==> config.mk <==
export PLATFORM = sky130hd
export DESIGN_NAME = frame_memory_reader
export DESIGN_NICKNAME = d
export VERILOG_FILES = /design/src/rtl/frame_memory_reader.sv
export SDC_FILE = /design/constraint.sdc
export NUM_CORES = 1
export LEC_CHECK = 0
export CAP_MARGIN = 20
export CORE_UTILIZATION = 58
export DETAILED_ROUTE_END_ITERATION = 8
export PLACE_DENSITY = 0.87
export SYNTH_ARGS = -nofsm -noshare
export SYNTH_HDL_FRONTEND = slang
export SYNTH_SLANG_ARGS = --single-unit
==> constraint.sdc <==
create_clock -name clk -period 7.6 [get_ports clk]
set_input_delay 1.52 -clock clk [delete_from_list [all_inputs] [get_ports clk]]
set_output_delay 1.52 -clock clk [all_outputs]
set_load 0.005 [all_outputs]
==> src/rtl/frame_memory_reader.sv <==
// Purpose: fetches one frame from memory with a single INCR read burst and replays it as an AXI-Stream video stream.
// Latency: start_read one cycle after frame_ready; each accepted beat reaches m_axis_tdata one cycle after its handshake.
// Backpressure: m_axis_tready stalls the output FIFO; a full FIFO drops read_ready until a pixel leaves.
//
// Ports:
//   clk, rst_n                     clock, asynchronous active-low reset
//   frame_ready, base_addr_in      frame request pulse and its base address
//   pixels_per_frame, frame_width, frame_height   frame geometry, held stable while a frame is in flight
//   start_read, read_addr, read_len, read_size, read_burst   burst request (one-cycle start_read)
//   read_data, read_valid, read_ready                        read beat channel
//   m_axis_tdata/tvalid/tready/tlast/tuser                   pixel stream (tlast = end of line, tuser = start of frame)
//   frame_done, busy                                         end-of-frame pulse, not-idle indicator
module frame_memory_reader #(
  parameter int ADDR_WIDTH = 32,
  parameter int DATA_WIDTH = 32,
  parameter int FIFO_DEPTH = 4
) (
  input  logic                  clk,
  input  logic                  rst_n,
  input  logic                  frame_ready,
  input  logic [ADDR_WIDTH-1:0] base_addr_in,
  input  logic [31:0]           pixels_per_frame,
  input  logic [15:0]           frame_width,
  input  logic [15:0]           frame_height,
  output logic                  start_read,
  output logic [ADDR_WIDTH-1:0] read_addr,
  output logic [31:0]           read_len,
  output logic [2:0]            read_size,
  output logic [1:0]            read_burst,
  input  logic [DATA_WIDTH-1:0] read_data,
  input  logic                  read_valid,
  output logic                  read_ready,
  output logic [DATA_WIDTH-1:0] m_axis_tdata,
  output logic                  m_axis_tvalid,
  input  logic                  m_axis_tready,
  output logic                  m_axis_tlast,
  output logic                  m_axis_tuser,
  output logic                  frame_done,
  output logic                  busy
);

  localparam int PTR_W = $clog2(FIFO_DEPTH);
  localparam int CNT_W = PTR_W + 1;

  typedef enum logic [1:0] {IDLE, START, STREAM, DONE} state_t;

  state_t                state;
  logic [ADDR_WIDTH-1:0] cur_base;
  logic [ADDR_WIDTH-1:0] pend_base;
  logic                  pending;
  logic [31:0]           beats_rx;
  logic [15:0]           col;
  logic [15:0]           row;

  logic [DATA_WIDTH-1:0] fifo_mem [FIFO_DEPTH];
  logic [PTR_W-1:0]      wr_ptr;
  logic [PTR_W-1:0]      rd_ptr;
  logic [CNT_W-1:0]      count;

  logic fifo_full;
  logic fifo_empty;
  logic push;
  logic pop;
  logic col_last;
  logic row_last;

  assign fifo_full  = (count == CNT_W'(FIFO_DEPTH));
  assign fifo_empty = (count == '0);

  // Beats beyond the frame length are never accepted, so the memory may over-supply.
  assign read_ready = (state == STREAM) && !fifo_full && (beats_rx < pixels_per_frame);
  assign push       = read_valid && read_ready;
  assign pop        = !fifo_empty && m_axis_tready;

  assign col_last = (col == frame_width - 16'd1);
  assign row_last = (row == frame_height - 16'd1);

  // Head is gated so the stream bus reads zero whenever nothing is buffered (including reset).
  assign m_axis_tvalid = !fifo_empty;
  assign m_axis_tdata  = fifo_empty ? '0 : fifo_mem[rd_ptr];
  assign m_axis_tuser  = m_axis_tvalid && (row == 16'd0) && (col == 16'd0);
  assign m_axis_tlast  = m_axis_tvalid && col_last;

  // Burst qualifiers are only non-zero during the single START cycle.
  assign read_addr  = cur_base;
  assign read_len   = start_read ? pixels_per_frame : 32'd0;
  assign read_size  = 3'd2;
  assign read_burst = {1'b0, start_read};

  always_ff @(posedge clk) begin
    if (push) begin
      fifo_mem[wr_ptr] <= read_data;
    end
  end

  always_ff @(posedge clk or negedge rst_n) begin
    if (!rst_n) begin
      wr_ptr <= '0;
      rd_ptr <= '0;
      count  <= '0;
    end else begin
      if (push) begin
        wr_ptr <= wr_ptr + PTR_W'(1);
      end
      if (pop) begin
        rd_ptr <= rd_ptr + PTR_W'(1);
      end
      case ({push, pop})
        2'b10:   count <= count + CNT_W'(1);
        2'b01:   count <= count - CNT_W'(1);
        default: count <= count;
      endcase
    end
  end

  always_ff @(posedge clk or negedge rst_n) begin
    if (!rst_n) begin
      state      <= IDLE;
      cur_base   <= '0;
      pend_base  <= '0;
      pending    <= 1'b0;
      beats_rx   <= '0;
      col        <= '0;
      row        <= '0;
      start_read <= 1'b0;
      frame_done <= 1'b0;
      busy       <= 1'b0;
    end else begin
      start_read <= 1'b0;
      frame_done <= 1'b0;

      // Requests arriving while a frame is in flight are remembered; the newest one wins.
      if (frame_ready && (state != IDLE)) begin
        pending   <= 1'b1;
        pend_base <= base_addr_in;
      end

      case (state)
        IDLE: begin
          // A fresh request supersedes a queued one, so pending is dropped either way.
          if (frame_ready || pending) begin
            cur_base   <= frame_ready ? base_addr_in : pend_base;
            pending    <= 1'b0;
            beats_rx   <= '0;
            col        <= '0;
            row        <= '0;
            start_read <= 1'b1;
            busy       <= 1'b1;
            state      <= START;
          end
        end

        START: begin
          state <= STREAM;
        end

        STREAM: begin
          if (push) begin
            beats_rx <= beats_rx + 32'd1;
          end
          if (pop) begin
            if (col_last) begin
              col <= '0;
              if (row_last) begin
                frame_done <= 1'b1;
                state      <= DONE;
              end else begin
                row <= row + 16'd1;
              end
            end else begin
              col <= col + 16'd1;
            end
          end
        end

        DONE: begin
          busy  <= 1'b0;
          state <= IDLE;
        end

        default: begin
          state <= IDLE;
        end
      endcase
    end
  end

endmodule

Word level (Yosys, flattened, before mapping):

Memories as Yosys holds them, arrays and structs flattened.
Index checks and enable logic that the tools add are counted.

* register bits: 141
* bits in writable memories: 128
* logic and storage cells: 96
* memories kept: 1

Memories
* fifo_mem: words 4, width 32, rd ports 1, clocked after Yosys merged registers in 0, wr ports 1, line 55 `logic [DATA_WIDTH-1:0] fifo_mem [FIFO_DEPTH];`

* $add $sub $neg: 9
* $lt $le $gt $ge: 1
* equality and inequality tests: 14
* muxes and demuxes: 33
* reductions and logical operators: 25

Operators with widths (number)
* $mux W32: 5
* $mux W16: 6
* $pmux W16 S2: 2
* $pmux W32 S2: 1
* $add A16 B1 Y16 const B: 2
* $add A32 B1 Y32 const B: 1
* $eq A16 B16 Y1: 2
* $logic_not A16 Y1: 2
* $lt A32 B32 Y1: 1
* $sub A16 B1 Y16 const B: 2
* $mux W1: 12
* $ne A2 B2 Y1 const B: 6
* $logic_and A1 B1 Y1: 8
* $mux W2: 4
* $pmux W2 S4: 1
* $reduce_bool A2 Y1: 4
* $eq A2 B2 Y1 const B: 3
* $pmux W3 S2: 1
* $reduce_and A3 Y1: 2
* $reduce_and A5 Y1: 1
* $add A2 B1 Y2 const B: 2
* $eq A2 B1 Y1 const B: 2
* $reduce_and A2 Y1: 2
* $reduce_and A4 Y1: 1
* other kinds (8): 9

Longest topological paths before layout:

Gate-level depths: netlist of the first run.

* depth in word-level cells: 7
* mapped depth: 14
* gate-level depth less buffers: 14

Least setup slack after synthesis of the first run:

Ideal clock, no wire load.

* path type: in2out
* from: input frame_width[0]
* to: output m_axis_tlast
* arrival time: 3.191 ns
* data required time: 6.080 ns
* slack: 2.889 ns
* stages: 8
* path through: inv_1 > ha_1 > or3b_1 > nor3_1 > a31oi_1 > nor4_2 > o2111ai_2 > nor2b_1

* word-level cells in the longest chain between the ends: 3

Ends and longest elaborated chain
* from (decl): line 23 `input logic [15:0] frame_width,`
* $sub A16 B1 Y16: line 75 `assign col_last = (col == frame_width - 16'd1);`
* $eq A16 B16 Y1: line 75
* $logic_and A1 B1 Y1: line 82 `assign m_axis_tlast = m_axis_tvalid && col_last;`
* to (decl): line 36 `output logic m_axis_tlast,`

Every way passes these cells.

Worst setup path in the final report of the first run:

Ends and elaborated chain as after synthesis.

==> summary.txt, run 1 <==
Gpl congestion: 0.888
CP startpoint kind: primary input
Total GRT Usage: 0.271
Max-slew violation count: 0
Seq cells post-synth: 269
Pwr Total: 5390 µW
Seq/Total Area, Yosys: 0.535
Final worst path period share: 0.796
Commonest non-fill, non-tap cell in the layout: clkdlybuf4s50_1
Pwr Density: 310 nW/µm²
Cell with the largest stage delay on the worst path: clkdlybuf4s50_1
Pin count of the biggest net entering global routing: 73
Tightest Hold Check Type: reg -> reg
Drt total wl: 32800 µm
Via count: 10265
Vias per inst: 5.87
Status: complete, no violations
Post-route DRC violation count: 0
Initial core utilization: 0.588
Top delay family on crit path: simple AND/OR/NAND/NOR gates
Clock Pin Slew Worst Setup and Hold Paths: 60 ps
CTS Buf Count: 28
Layout fillers: 1560
Post-Syn Area: 13800 µm²
Fmax: 0.165 GHz
Fin crit period: 6050 ps
Clock buffer depth: 3
Setup CP Type: in -> out
Peak supply drop: 266 µV
Slew HR: 0.304
Grt ovf: 0
Initial antenna violation count: 1
Cells after Synth: 1188
H-tree levels: 1
FFs w/ async S/R, synth: 0.524
PostCTS Resize Cnt: 0
Worst Path Required: 6080 ps
CP max FO: 6
Post-route ant nets: 0
Port bufs: 236
Clock sinks: 269
Sequential cell area: 7370 µm²
WP data arrival: 4530 ps
Placement Rows: 56
Share of post-route cells with drive strength above 1: 0.102
Initial DRC count: 691
HPWL after DPL: 22100 µm
Setup repair bufs after CTS: 0
Clock skew: 23.7 ps
Final setup viols: 0
Cts hold-fix bufs: 0
Top FF cell, synth: dfrtp_1
RR Startpoint: state[0]
Sum of buffers and inverters on the critical path: 3
Synth-to-Final Area Change: 26.2%
Clk root buf: clkbuf_16
Final hold vios: 0
Count of cell types in the netlist: 73
Leak: 0.00688 µW
Worst Setup SP: frame_width[0]
Global-route wire length before repair: 52400 µm
Crit path top cell by count: clkdlybuf4s50_1
Unrepaired setup endpoints after global routing: no
Clock Latency Late Sink: 560 ps
Drt first pass iters: 5
CTS tree: done
Vias in the first global route: 10430
Yosys warns: 0
Most frequent cells in the layout: clkdlybuf4s50_1, dfrtp_1, edfxtp_1
Core area: 23400 µm²
Ports: 241
Die Area: 24400 µm²
Max incr delay on CP: 520 ps
Max-cap violations: 0
Hold Path Origin: read_addr[17]
EDFF count, synth: 128
Area of the multi-input gates: 5950 µm²
Chip Height: 156 µm
Crit. End Element: output port
Nets: 1586
Crit-path cells: clkdlybuf4s50_1, inv_1, ha_1, or3b_1, nor3_1, a31oi_1, nor4_2, o2111ai_2, nor2b_1, clkdlybuf4s50_1
Avg Inst Size Synth: 11.6 µm²
TNS Setup: 0 ps
Die width: 156 µm
Wire per inst: 18.8 µm
Slew @ Worst Pin: 1040 ps
[worst paths after layout]
check | end | slack (ps) | cells past startpoint
setup / recovery | m_axis_tlast | 1550 | 10
hold / removal | read_addr[17] | 470 | 2
setup reg to reg | row[14] | 3120 | 9
hold reg to reg | read_addr[17] | 470 | 2
max in group asynchronous | rd_ptr[0] | 5220 | 2
min in group asynchronous | pend_base[5] | 950 | 1
[flip-flops by register name, summed over array words and instances, names as in the netlist]
register	cells
rd_ptr	2
start_read	1
state	2
busy	1
pending	1
col	16
beats_rx	32
fifo_mem	128
read_addr	32
pend_base	32
frame_done	1
row	16
count	3
wr_ptr	2
[metal layers]
layer / vias up / global-route usage / share of wire
met2: 407 / 0.461 / 0.49
li1: 4782 / - / -
met1: 5027 / 0.349 / 0.41
met5: - / 0 / 0
met3: 49 / 0.0636 / 0.082
met4: 0 / 0.0700 / 0.018
[cell families (layout without fill, tap and decap cells)]
family,after synthesis,in the layout,synth area share
simple gates,391,391,0.150
flops,269,269,0.535
compound gates,191,191,0.0874
buf+inv,119,357,0.0345
mux,100,100,0.105
xor+xnor,69,69,0.0439
fa+ha+maj,47,47,0.0432
other cells,2,5,0.000545
[cell type report]
| class | count | area share |
|---|---|---|
| flip-flops and latches | 269 | 0.424 |
| multi-input cells | 802 | 0.342 |
| repair buffers | 249 | 0.141 |
| clock buffers | 36 | 0.0449 |
| well taps | 319 | 0.0230 |
| clock inverters | 16 | 0.0125 |
| inverters | 56 | 0.0121 |
| diodes | 1 | 0.000144 |
[stage by stage]
step	area [µm²]	utilization	hold WS [ps]	std cells	setup WS (ps)
3_5_place_dp	16400	0.700	469	1695	1570
6_report	17400	0.743	472	1748	1550
4_1_cts	17400	0.743	482	1747	1560
3_3_place_gp	16400	0.700	460	1695	1620
5_1_grt	17400	0.743	502	1748	1330
2_1_floorplan	13800	-	456	1190	2890
[worst min-delay path, stage by stage (launching register included)]
cell     delay (ps)
dfrtp_1         340
nand2_1          40
o21ai_0          60
[Yosys cell counts (14+ instances only)]
master	number	area (µm²)
a21oi_1	28	140
and2_1	71	444
and3_1	14	87.6
clkbuf_1	47	176
dfrtp_1	141	3530
edfxtp_1	128	3840
ha_1	46	576
inv_1	56	210
mux2_2	33	372
mux2i_1	35	350
mux4_2	32	721
nand2_1	93	349
nand3_1	29	145
nand4_1	30	188
nor2_1	60	225
nor3_1	18	90.1
nor4_1	18	113
o21ai_0	76	380
or3_1	14	87.6
or4_1	14	105
xnor2_1	37	324
xor2_1	32	280
[power by group]
part	internal, µW	switching (µW)
registers	1820	225
logic	1030	888
clock network	840	587
total	3690	1700
(Power assumes the default switching activity.)
==> run 2: changes to the inputs <==
--- a/config.mk
+++ b/config.mk
@@ -6,9 +6,9 @@
 export NUM_CORES = 1
 export LEC_CHECK = 0
 export CAP_MARGIN = 20
-export CORE_UTILIZATION = 58
+export CORE_UTILIZATION = 54
 export DETAILED_ROUTE_END_ITERATION = 8
-export PLACE_DENSITY = 0.87
+export PLACE_DENSITY = 0.81
 export SYNTH_ARGS = -nofsm -noshare
 export SYNTH_HDL_FRONTEND = slang
 export SYNTH_SLANG_ARGS = --single-unit
==> constraint.sdc (replaced) <==
create_clock -name clk -period 6 [get_ports clk]
set_input_delay 1.2 -clock clk [delete_from_list [all_inputs] [get_ports clk]]
set_output_delay 1.2 -clock clk [all_outputs]
set_load 0.005 [all_outputs]
==> run 2 against run 1 <==
  * Utilization fell by 5.0 points
  * Cell count grew 0.63%
  * Largest power group unchanged
  * Largest cell class unchanged
  * Combinational power rose by 26%
  * Via count is 0.71% lower
  * Hold slack better by 5.2 ps
  * Global-route usage is 2.2 points lower
  * Non-clock buffer count rose by 1
==> summary.txt, run 2 (synthesis gave the netlist of run 1 again) <==
Clock buffer depth: 3 (unchanged)
Final worst path period share: 0.906
Post-route DRC violation count: 0 (unchanged)
Max-cap violations: 0 (unchanged)
Clk root buf: clkbuf_16
Synth-to-Final Area Change: 26.3% (about the same)
Worst Path Required: 4800 ps (-1280 ps)
Commonest non-fill, non-tap cell in the layout: clkdlybuf4s50_1
Clock Pin Slew Worst Setup and Hold Paths: 60 ps (about the same)
Core area: 25100 µm² (+7.3%)
Final Core Density: 0.693 (-0.0502)
Clock sinks: 269 (unchanged)
Die Area: 26100 µm² (+7.3%)
Global-route wire length before repair: 52200 µm (-0.24%)
Hold Path Origin: read_addr[29]
CP max FO: 6 (unchanged)
CP startpoint kind: primary input
Initial DRC count: 976 (+41%)
Peak supply drop: 321 µV (+21%)
WHS: 478 ps (+5.23 ps)
PostCTS Resize Cnt: 0 (unchanged)
Top reg by flops: fifo_mem
WP data arrival: 4240 ps (-290 ps)
Placement Rows: 58 (+3.6%)
Fmax: 0.184 GHz
Share of post-route cells with drive strength above 1: 0.101 (-0.000700)
Layout fillers: 1847 (+18%)
Vias in the first global route: 10355 (-0.72%)
Hold Crit Depth: 2 (unchanged)
Max-slew violation count: 0 (unchanged)
DP Area: 16400 µm² (about the same)
Slew HR: 0.281 (-0.0229)
TNS Setup: 0 ps (unchanged)
Wire per inst: 18.5 µm (-1.7%)
Vias per inst: 5.79 (-1.3%)
Drt first pass iters: 6 (+1)
Unrepaired setup endpoints after global routing: no
RR Startpoint: state[0]
CTS Buf Count: 28 (unchanged)
Tightest Hold Check Type: reg -> reg
Status: complete, no violations
Initial core utilization: 0.548 (-0.0400)
H-tree levels: 1 (unchanged)
Max reg flops: 128 (unchanged)
FF-to-FF path depth: 10 (+1)
Hold EP: read_addr[29]
Final setup viols: 0 (unchanged)
Cts hold-fix bufs: 0 (unchanged)
Finished Cell Area: 17400 µm² (about the same)
Drt total wl: 32500 µm (-1.1%)
HPWL after DPL: 21700 µm (-2.1%)
Pin count of the biggest net entering global routing: 91 (+25%)
Crit. End Element: output port
Clock Latency Late Sink: 550 ps (about the same)
Most frequent cells in the layout: clkdlybuf4s50_1, dfrtp_1, edfxtp_1
Nets: 1587 (+0.063%)
Worst R2R End: beats_rx[13]
Fin crit period: 5440 ps
FF-to-FF setup slack: 1930 ps (-1190 ps)
Grt ovf: 0 (unchanged)
Pwr Total: 6850 µW (+27%)
Chip Height: 162 µm (+3.6%)
CTS tree: done
Die width: 162 µm (+3.6%)
Final hold vios: 0 (unchanged)
Total GRT Usage: 0.249 (-0.0216)
Slew @ Worst Pin: 1080 ps (+34.4 ps)
Initial antenna violation count: 2 (+1)
Setup CP Type: in -> out
Post-route ant nets: 0 (unchanged)
Via count: 10192 (-0.71%)
Port bufs: 236 (unchanged)
Gpl congestion: 0.931 (+4.9%)
Clock skew: 9.40 ps (-14.3 ps)
Leak: 0.00690 µW (+0.27%)
Pwr Density: 394 nW/µm² (+27%)
Ports: 241 (unchanged)
Setup repair bufs after CTS: 0 (unchanged)
## run 2: changes by cell type in the layout (fill, tap and decap cells not counted), sizes merged
cell	change
clkbuf	-1
inv	+2
bufinv	+1
clkinv	+1
buf	+1
clkinvlp	-4
## run 2: worst max path at each step
stage,endpoint,startpoint,cells past startpoint
after detailed placement,m_axis_tlast,frame_width[0],10
after CTS,m_axis_tlast,frame_width[0],10
after global routing,m_axis_tlast,frame_width[0],10
after global placement,m_axis_tlast,frame_width[0],10
after floorplan,m_axis_tlast,frame_width[0],8
final,m_axis_tlast,frame_width[0],10
## run 2: worst max-delay path, cell delays in order
cell             delay (ps)
clkdlybuf4s50_1         520
inv_1                   100
ha_1                    220
or3b_1                  410
nor3_1                  280
a31oi_1                 150
nor4_2                  340
o2111ai_2               290
nor2b_1                 210
clkdlybuf4s50_1         530
## run 2: area by class of cell
type                       count  area, µm²  share of cell area
antenna                        1       2.50            0.000144
clock buffer                  35        767              0.0441
clock inverter                16        216              0.0124
inverter                      56        210              0.0121
multi-input combinational    802       5950               0.342
sequential                   269       7370               0.424
tap                          330        413              0.0237
timing repair buffer         250       2460               0.142
## run 2: metal layers
| layer | wire, µm | global-route usage | part of all wire |
|---|---|---|---|
| met1 | 13500 | 0.322 | 0.41 |
| met2 | 15700 | 0.422 | 0.48 |
| met3 | 2470 | 0.0562 | 0.076 |
| met4 | 827 | 0.0725 | 0.025 |
| met5 | 0 | 0 | 0 |
## run 2: stage by stage
| step | worst slack, ps | instances |
|---|---|---|
| 2_1_floorplan | 1930 | 1190 |
| 3_3_place_gp | 675 | 1706 |
| 3_5_place_dp | 589 | 1706 |
| 4_1_cts | 588 | 1757 |
| 5_1_grt | 317 | 1759 |
| 6_report | 561 | 1759 |
## run 2: where the power goes
| group | internal [µW] | switching [µW] |
|---|---|---|
| Sequential | 2300 | 308 |
| Clock | 1090 | 733 |
| Combinational | 1320 | 1100 |
| Total | 4710 | 2140 |
